## src/rtl/uart_baud_gen_frac_if.sv

```systemverilog
// Control/status bundle between the baud generator and its UART TX/RX users.
// The user side drives the divisor and strobes; the generator returns ticks and status.
interface uart_baud_gen_frac_if #(
    parameter int DIV_W  = 16,
    parameter int FRAC_W = 4
);
    logic              en;
    logic [DIV_W-1:0]  div_int;
    logic [FRAC_W-1:0] div_frac;
    logic              div_load;
    logic              sync;
    logic              rx_tick;
    logic              tx_tick;
    logic              load_pend;
    logic              cfg_err;

    modport master (
        output en, div_int, div_frac, div_load, sync,
        input  rx_tick, tx_tick, load_pend, cfg_err
    );

    modport slave (
        input  en, div_int, div_frac, div_load, sync,
        output rx_tick, tx_tick, load_pend, cfg_err
    );
endinterface

```

## src/rtl/uart_baud_gen_frac.sv

```systemverilog
// UART baud tick generator with a fractional, runtime-programmable divisor.
// New divisors go to a shadow and are committed on a tick boundary (or at once when idle).
module uart_baud_gen_frac #(
    parameter int DIV_W        = 16,
    parameter int FRAC_W       = 4,
    parameter int OVS          = 16,
    parameter int DEF_DIV_INT  = 81,
    parameter int DEF_DIV_FRAC = 6
) (
    input  logic                clk,
    input  logic                reset,
    uart_baud_gen_frac_if.slave bus
);
    localparam int                OVS_W    = $clog2(OVS);
    localparam logic [DIV_W-1:0]  DEF_INT  = DIV_W'(DEF_DIV_INT);
    localparam logic [FRAC_W-1:0] DEF_FRAC = FRAC_W'(DEF_DIV_FRAC);
    localparam logic [OVS_W-1:0]  OVS_LAST = OVS_W'(OVS - 1);

    logic [DIV_W-1:0]  cnt;
    logic [DIV_W-1:0]  active_int;
    logic [DIV_W-1:0]  shadow_int;
    logic [FRAC_W-1:0] acc;
    logic [FRAC_W-1:0] active_frac;
    logic [FRAC_W-1:0] shadow_frac;
    logic [OVS_W-1:0]  ovs_cnt;
    logic              load_pend;

    logic              cfg_err;
    logic              running;
    logic              rx_tick;
    logic              tx_tick;
    logic              commit;
    logic [FRAC_W:0]   frac_sum;
    logic [DIV_W-1:0]  reload;

    // Ticks are decoded from registered state so they line up with the cycle cnt reaches 0.
    always_comb begin
        cfg_err  = (active_int < DIV_W'(2));
        running  = bus.en && !cfg_err && !reset;
        rx_tick  = running && !bus.sync && (cnt == '0);
        tx_tick  = rx_tick && (ovs_cnt == OVS_LAST);
        commit   = load_pend && !bus.div_load && (!bus.en || cfg_err || rx_tick);
        frac_sum = {1'b0, acc} + {1'b0, active_frac};
        reload   = active_int - DIV_W'(1) + DIV_W'(frac_sum[FRAC_W]);
    end

    // NOTE: all state below uses non-blocking assignments so every branch sees the
    // pre-edge values of cnt/acc/ovs_cnt, regardless of statement order.
    always_ff @(posedge clk) begin
        if (reset) begin
            cnt         <= DEF_INT - DIV_W'(1);
            acc         <= '0;
            ovs_cnt     <= '0;
            active_int  <= DEF_INT;
            active_frac <= DEF_FRAC;
            shadow_int  <= DEF_INT;
            shadow_frac <= DEF_FRAC;
            load_pend   <= 1'b0;
        end else begin
            if (bus.div_load) begin
                shadow_int  <= bus.div_int;
                shadow_frac <= bus.div_frac;
                load_pend   <= 1'b1;
            end else if (commit) begin
                load_pend   <= 1'b0;
            end

            // A commit restarts the phase from the new divisor, so it outranks sync.
            if (commit) begin
                active_int  <= shadow_int;
                active_frac <= shadow_frac;
                acc         <= '0;
                cnt         <= shadow_int - DIV_W'(1);
            end else if (bus.sync) begin
                acc         <= '0;
                cnt         <= active_int - DIV_W'(1);
            end else if (rx_tick) begin
                acc         <= frac_sum[FRAC_W-1:0];
                cnt         <= reload;
            end else if (running) begin
                cnt         <= cnt - DIV_W'(1);
            end

            if (bus.sync) begin
                ovs_cnt <= '0;
            end else if (rx_tick) begin
                ovs_cnt <= (ovs_cnt == OVS_LAST) ? '0 : ovs_cnt + OVS_W'(1);
            end
        end
    end

    assign bus.rx_tick   = rx_tick;
    assign bus.tx_tick   = tx_tick;
    assign bus.load_pend = load_pend;
    assign bus.cfg_err   = cfg_err;
endmodule
```

## src/flat_wrapper.sv

```systemverilog
// flat-port wrapper written by rule: the top's interface ports become plain ports
module uart_baud_gen_frac_flat 
#(
    parameter int DIV_W        = 16,
    parameter int FRAC_W       = 4,
    parameter int OVS          = 16,
    parameter int DEF_DIV_INT  = 81,
    parameter int DEF_DIV_FRAC = 6
)
  (clk, reset, bus_en, bus_div_int, bus_div_frac, bus_div_load, bus_sync, bus_rx_tick, bus_tx_tick, bus_load_pend, bus_cfg_err);
  uart_baud_gen_frac_if #(.DIV_W(DIV_W), .FRAC_W(FRAC_W)) bus_i ();
  input  logic clk;
  input  logic reset;
  input wire logic [$bits(bus_i.en)-1:0] bus_en;
  input wire logic [$bits(bus_i.div_int)-1:0] bus_div_int;
  input wire logic [$bits(bus_i.div_frac)-1:0] bus_div_frac;
  input wire logic [$bits(bus_i.div_load)-1:0] bus_div_load;
  input wire logic [$bits(bus_i.sync)-1:0] bus_sync;
  output wire logic [$bits(bus_i.rx_tick)-1:0] bus_rx_tick;
  output wire logic [$bits(bus_i.tx_tick)-1:0] bus_tx_tick;
  output wire logic [$bits(bus_i.load_pend)-1:0] bus_load_pend;
  output wire logic [$bits(bus_i.cfg_err)-1:0] bus_cfg_err;
  assign bus_i.en = bus_en;
  assign bus_i.div_int = bus_div_int;
  assign bus_i.div_frac = bus_div_frac;
  assign bus_i.div_load = bus_div_load;
  assign bus_i.sync = bus_sync;
  assign bus_rx_tick = bus_i.rx_tick;
  assign bus_tx_tick = bus_i.tx_tick;
  assign bus_load_pend = bus_i.load_pend;
  assign bus_cfg_err = bus_i.cfg_err;
  uart_baud_gen_frac #(.DIV_W(DIV_W), .FRAC_W(FRAC_W), .OVS(OVS), .DEF_DIV_INT(DEF_DIV_INT), .DEF_DIV_FRAC(DEF_DIV_FRAC)) u_core (.clk(clk), .reset(reset), .bus(bus_i));
endmodule
```

## config.mk

```make
export PLATFORM = sky130hd
export DESIGN_NAME = uart_baud_gen_frac_flat
export DESIGN_NICKNAME = d
export VERILOG_FILES = /design/src/rtl/uart_baud_gen_frac_if.sv /design/src/rtl/uart_baud_gen_frac.sv /design/src/flat_wrapper.sv
export SDC_FILE = /design/constraint.sdc
export NUM_CORES = 1
export LEC_CHECK = 0
export CORE_MARGIN = 3
export CORE_UTILIZATION = 40
export DETAILED_ROUTE_END_ITERATION = 10
export HOLD_SLACK_MARGIN = 0.1
export MAX_ROUTING_LAYER = met4
export PLACE_DENSITY_LB_ADDON = 0.3
export SETUP_SLACK_MARGIN = 0.05
export SLEW_MARGIN = 20
export SYNTH_ARGS = -nofsm -noshare
export SYNTH_HDL_FRONTEND = slang
export SYNTH_SLANG_ARGS = --single-unit
```

## constraint.sdc

```tcl
create_clock -name clk -period 4.32 [get_ports clk]
set_clock_uncertainty 0.2 [all_clocks]
set_input_delay 1.08 -clock clk [delete_from_list [all_inputs] [get_ports clk]]
set_output_delay 1.08 -clock clk [all_outputs]
set_load 0.02 [all_outputs]
```

# After elaboration in Yosys (flattened, before gate mapping)
# Index checks and enable logic that the tools add are counted.
# totals
rom_bits,0
mem_count,0
in_bits,25
reg_bits,65
mem_bits_rw,0
output_inout_bits,4
elab_cells,42
latch_bits,0
# classes
add_sub_neg,6
multipliers,0
magnitude_cmp,1
shift,0
mux,7
reduce_logical,19
n_eq_ne,1
n_bitwise,0
div_mod_pow,0
# op_table
operator,n
$mux W16,4
$sub A16 B1 Y16 const B,3
$add A16 B1 Y16,1
$logic_not A16 Y1,1
$lt A16 B2 Y1 const B,1
$logic_and A1 B1 Y1,7
$add A4 B4 Y5,1
$logic_not A1 Y1,5
$add A4 B1 Y4 const B,1
$eq A4 B4 Y1 const B,1
$mux W4,1
$reduce_bool A4 Y1,1
$reduce_or A3 Y1,1
$logic_or A1 B1 Y1,2
$mux W1,2
$reduce_bool A2 Y1,1
$reduce_or A2 Y1,1

# Depth between registers and ports, before layout
# logic_depth
depth_word,10
ltp_mapped,13
depth_no_buf,13

# Worst setup path after synthesis
# OpenSTA, ideal clock, no wires.
# synth_path
path_kind,input port to output port
startpoint,input reset
endpoint,output bus_tx_tick
slack_ns,0.453
path_buffers,2
path_stages,8
arrival_ns,2.587
path_cell_list,clkbuf_1 -> nor3_1 -> nor3b_2 -> o2111ai_1 -> inv_2 -> buf_2 -> nand2_1 -> nor2_1
# synth_via
elab_chain_len,5
# synth_rtl
item,line_no,rtl
start: declaration,flat_wrapper.sv:13,input logic reset;
$logic_not A1 Y1,uart_baud_gen_frac.sv:39,running = bus.en && !cfg_err && !reset;
$logic_and A1 B1 Y1,uart_baud_gen_frac.sv:39,
$logic_and A1 B1 Y1 (2 in a row),uart_baud_gen_frac.sv:40,rx_tick = running && !bus.sync && (cnt == '0);
$logic_and A1 B1 Y1,uart_baud_gen_frac.sv:41,tx_tick = rx_tick && (ovs_cnt == OVS_LAST);
end: declaration,flat_wrapper.sv:20,output wire logic [$bits(bus_i.tx_tick)-1:0] bus_tx_tick;
# No other way between the ends.

# Worst setup path after layout
# layout_path
startpoint,input bus_sync
endpoint,output bus_rx_tick
# layout_via
elab_chain_len,3
# layout_rtl
item,line_no,rtl
start: declaration,flat_wrapper.sv:18,input wire logic [$bits(bus_i.sync)-1:0] bus_sync;
$logic_not A1 Y1,uart_baud_gen_frac.sv:40,
$logic_and A1 B1 Y1 (2 in a row),uart_baud_gen_frac.sv:40,
end: declaration,flat_wrapper.sv:19,output wire logic [$bits(bus_i.rx_tick)-1:0] bus_rx_tick;
# No other way between the ends.

==> results_dict.tcl <==
set metrics [dict create \
    outcome "completed" \
    diodes 0 \
    setup_viol 0 \
    grt_usage_pct 21.3 \
    synth-xor-area-share_pct 8.01 \
    p_switching_w 0.000426 \
    htree_levels 3 \
    wl_per_cell_um 16.8 \
    powerDensity_mw_per_mm2 292 \
    synth_top_area_cell "dfxtp_1" \
    synth.most_common_cell "nand2_1" \
    insertion_delay_ns 0.36 \
    crit_type "input pin to output port" \
    grt_max_degree 53 \
    first_global_vias 3800 \
    clk_pin_slew_ns 0.09 \
    ys_seq_elements 65 \
    core_area_mm2 0.0104 \
    ir_drop_mv 0.185 \
    dieArea_mm2 0.0119 \
    endpoint_kind "output port" \
    synth_edf_count 0 \
    std_cell_rows 37 \
    die_w_um 109 \
    clock_path_buffers 2 \
    stdcell_area_mm2 0.00487 \
    syn_area_per_cell_um2 7.86 \
    drive_gt1_share_pct 9.63 \
    detail_route.iter0.violations 255 \
    cts.sinks 65 \
    final_max_slew_viol_count 0 \
    cts_buffers 9 \
    synth_compound_area_share_pct 22.5 \
    finalSetupTns_ns 0 \
    netlist_area_mm2 0.00427 \
    worstPathRequired_ns 3.04 \
    yosys.cell_types.count 70 \
    fin_crit_ns 4.18 \
    cp.arrival_ns 2.90 \
    multiInputGateArea_mm2 0.00274 \
    cts_tree "yes" \
    synthesis.nets 579 \
    synth_fa_ha_area_share_pct 3.40 \
    synth_top_family_by_area "simple AND/OR/NAND/NOR gates" \
    fmax_mhz 239 \
    relSlewSlack_pct 47.7 \
    fin_crit_sh_pct 96.8 \
    pwr-share-comb_pct 14.0 \
    cap_violations 0 \
    ys_seq_area_share_pct 30.5 \
    initial_core_util_pct 41.1 \
    start_kind "input pin" \
    p_int_w 0.000996 \
    root_buffer "clkbuf_8" \
    drtAntennaViolNets 0 \
    hp-class "flop to flop" \
    hold_viol_final 0 \
    synthArstFlopShare_pct 0 \
    yosys-top-cells-area "dfxtp_1, nand2_1, a21oi_1" \
    worst_pin_slew_ns 0.778 \
    synthMuxAreaShare_pct 4.93 \
    die-height_um 109 \
    drc 0 \
    drtPass1Iterations 5 \
    regArea_mm2 0.00130 \
    synthTopCellsByCount "nand2_1, dfxtp_1, nor2_1, a21oi_1, clkbuf_1" \
    overflow 0 \
    yosys_warnings 0 \
    synth_top_cell_area_share_pct 30.5 \
    vias_per_cell 5.83 \
    areaGrowthSynthToFinish_pct 14.1 \
    synth_simple_gate_area_share_pct 25.3 \
    vias 4066 \
    antenna_found_initial 0 \
    drt-total-wl_um 11700 \
    hpwl_um 8410 \
    nNetsFinal 592 \
    seqPwrFrac_pct 46.4 \
    grt_pass1_wl_um 19400 \
    power_frac_clock_pct 39.5 \
    port_buffers 28 \
    ios 29 \
    gp_congestion 0.954 \
    rsz0062_at_grt "false" \
    power.share.switching_pct 30.0 \
    post_dp_cell_area_mm2 0.00466 \
    synthCells 543 \
    p_leak_nw 1.78 \
    fillCellCount 1041 \
    cp_max_fo 2 \
    synthFlopType "dfxtp_1" \
]
==> final cells by class <==
class                   instances  area share, %
clock inverters                 7           1.72
multi-input cells             422           56.3
clock buffers                   9           2.54
inverters                      13           1.00
flip-flops and latches         65           26.7
well taps                     136           3.50
repair buffers                 45           8.25
==> path summary, 6_finish.rpt <==
kind | slack [ns] | depth (start not counted) | from | to
setup / recovery | 0.14 | 7 | bus_sync | bus_rx_tick
setup reg to reg | 1.06 | 13 | u_core.active_frac[0] | u_core.cnt[11]
hold reg to reg | 0.26 | 2 | u_core.shadow_frac[0] | u_core.active_frac[0]
hold / removal | 0.26 | 2 | u_core.shadow_frac[0] | u_core.active_frac[0]
==> cells by family after synthesis <==
| family | Yosys count |
|---|---|
| and+or+nand+nor | 217 |
| xor gates and xnor gates | 39 |
| AOI/OAI and AO/OA | 134 |
| adders and majority gates | 11 |
| DFF | 65 |
| buffers and inverters | 56 |
| muxes | 21 |
==> critical path, stage by stage <==
cell	delay (ns)
clkdlybuf4s50_1	0.44
nor3_1	0.19
nor3b_2	0.22
o2111ai_1	0.19
inv_2	0.09
buf_4	0.11
clkdlybuf4s50_1	0.58
==> cells in the final DEF (no fill, tap or decap), types with 3 or more instances in the layout <==
cell,count
nand2_1,75
dfxtp_1,65
nor2_1,53
a21oi_1,44
clkdlybuf4s50_1,26
xor2_1,25
mux2i_1,21
buf_4,17
nand3_1,14
xnor2_1,14
nor3_1,13
inv_1,12
nor4_1,10
o21ai_0,10
ha_1,10
clkbuf_8,9
or3_1,8
a31oi_1,8
nand2b_1,7
a211o_1,7
a211oi_1,6
or4_1,5
o211ai_1,5
a21o_1,5
nand3b_1,4
o221ai_1,4
o31a_1,4
nand4_1,4
inv_6,4
nor4_2,3
nor3b_2,3
o2111ai_1,3
nor2b_1,3
o21a_1,3
o31ai_1,3
a221oi_1,3
and2_1,3
==> timing repair <==
| item | CTS | global route |
|---|---|---|
| hold buffers | 0 | 0 |
| setup endpoints to repair | 1 | 0 |
| resized for setup | 1 | 0 |
| buffers inserted | 0 | 0 |
==> flip-flops by register name (all words and copies together), names as in the netlist <==
name and count:
u_core.bus.load_pend 1, u_core.acc 4, u_core.active_frac 4, u_core.ovs_cnt 4, u_core.active_int 16, u_core.shadow_int 16, u_core.shadow_frac 4, u_core.cnt 16
==> metal layers <==
layer | vias up | wire [um] | global-route usage [%]
met5 | - | 0 | -
met4 | 0 | 198 | 6.77
met3 | 15 | 520 | 3.32
met2 | 97 | 5690 | 35.0
met1 | 1957 | 5330 | 26.8
li1 | 1997 | - | -
==> stage by stage <==
stage	hold slack, ns	setup slack (ns)	instances	util, %	power (W)
3_3_place_gp	0.241	0.0164	681	45.0	0.000867
3_5_place_dp	0.253	0.00361	681	45.0	0.000872
5_1_grt	0.274	0.0565	697	46.9	0.00149
4_1_cts	0.265	0.123	697	46.9	0.00143
2_1_floorplan	0.231	0.453	543	-	0.000804
6_report	0.260	0.138	697	46.9	0.00142
==> power groups by stage <==
stage | Combinational (W) | Sequential [W] | Clock, W
after floorplan | 0.000143 | 0.000661 | 0
after global placement | 0.000194 | 0.000673 | 0
after detailed placement | 0.000198 | 0.000674 | 0
after CTS | 0.000199 | 0.000660 | 0.000575
after global routing | 0.000219 | 0.000665 | 0.000603
final | 0.000199 | 0.000661 | 0.000562
(Power assumes the default switching activity.)
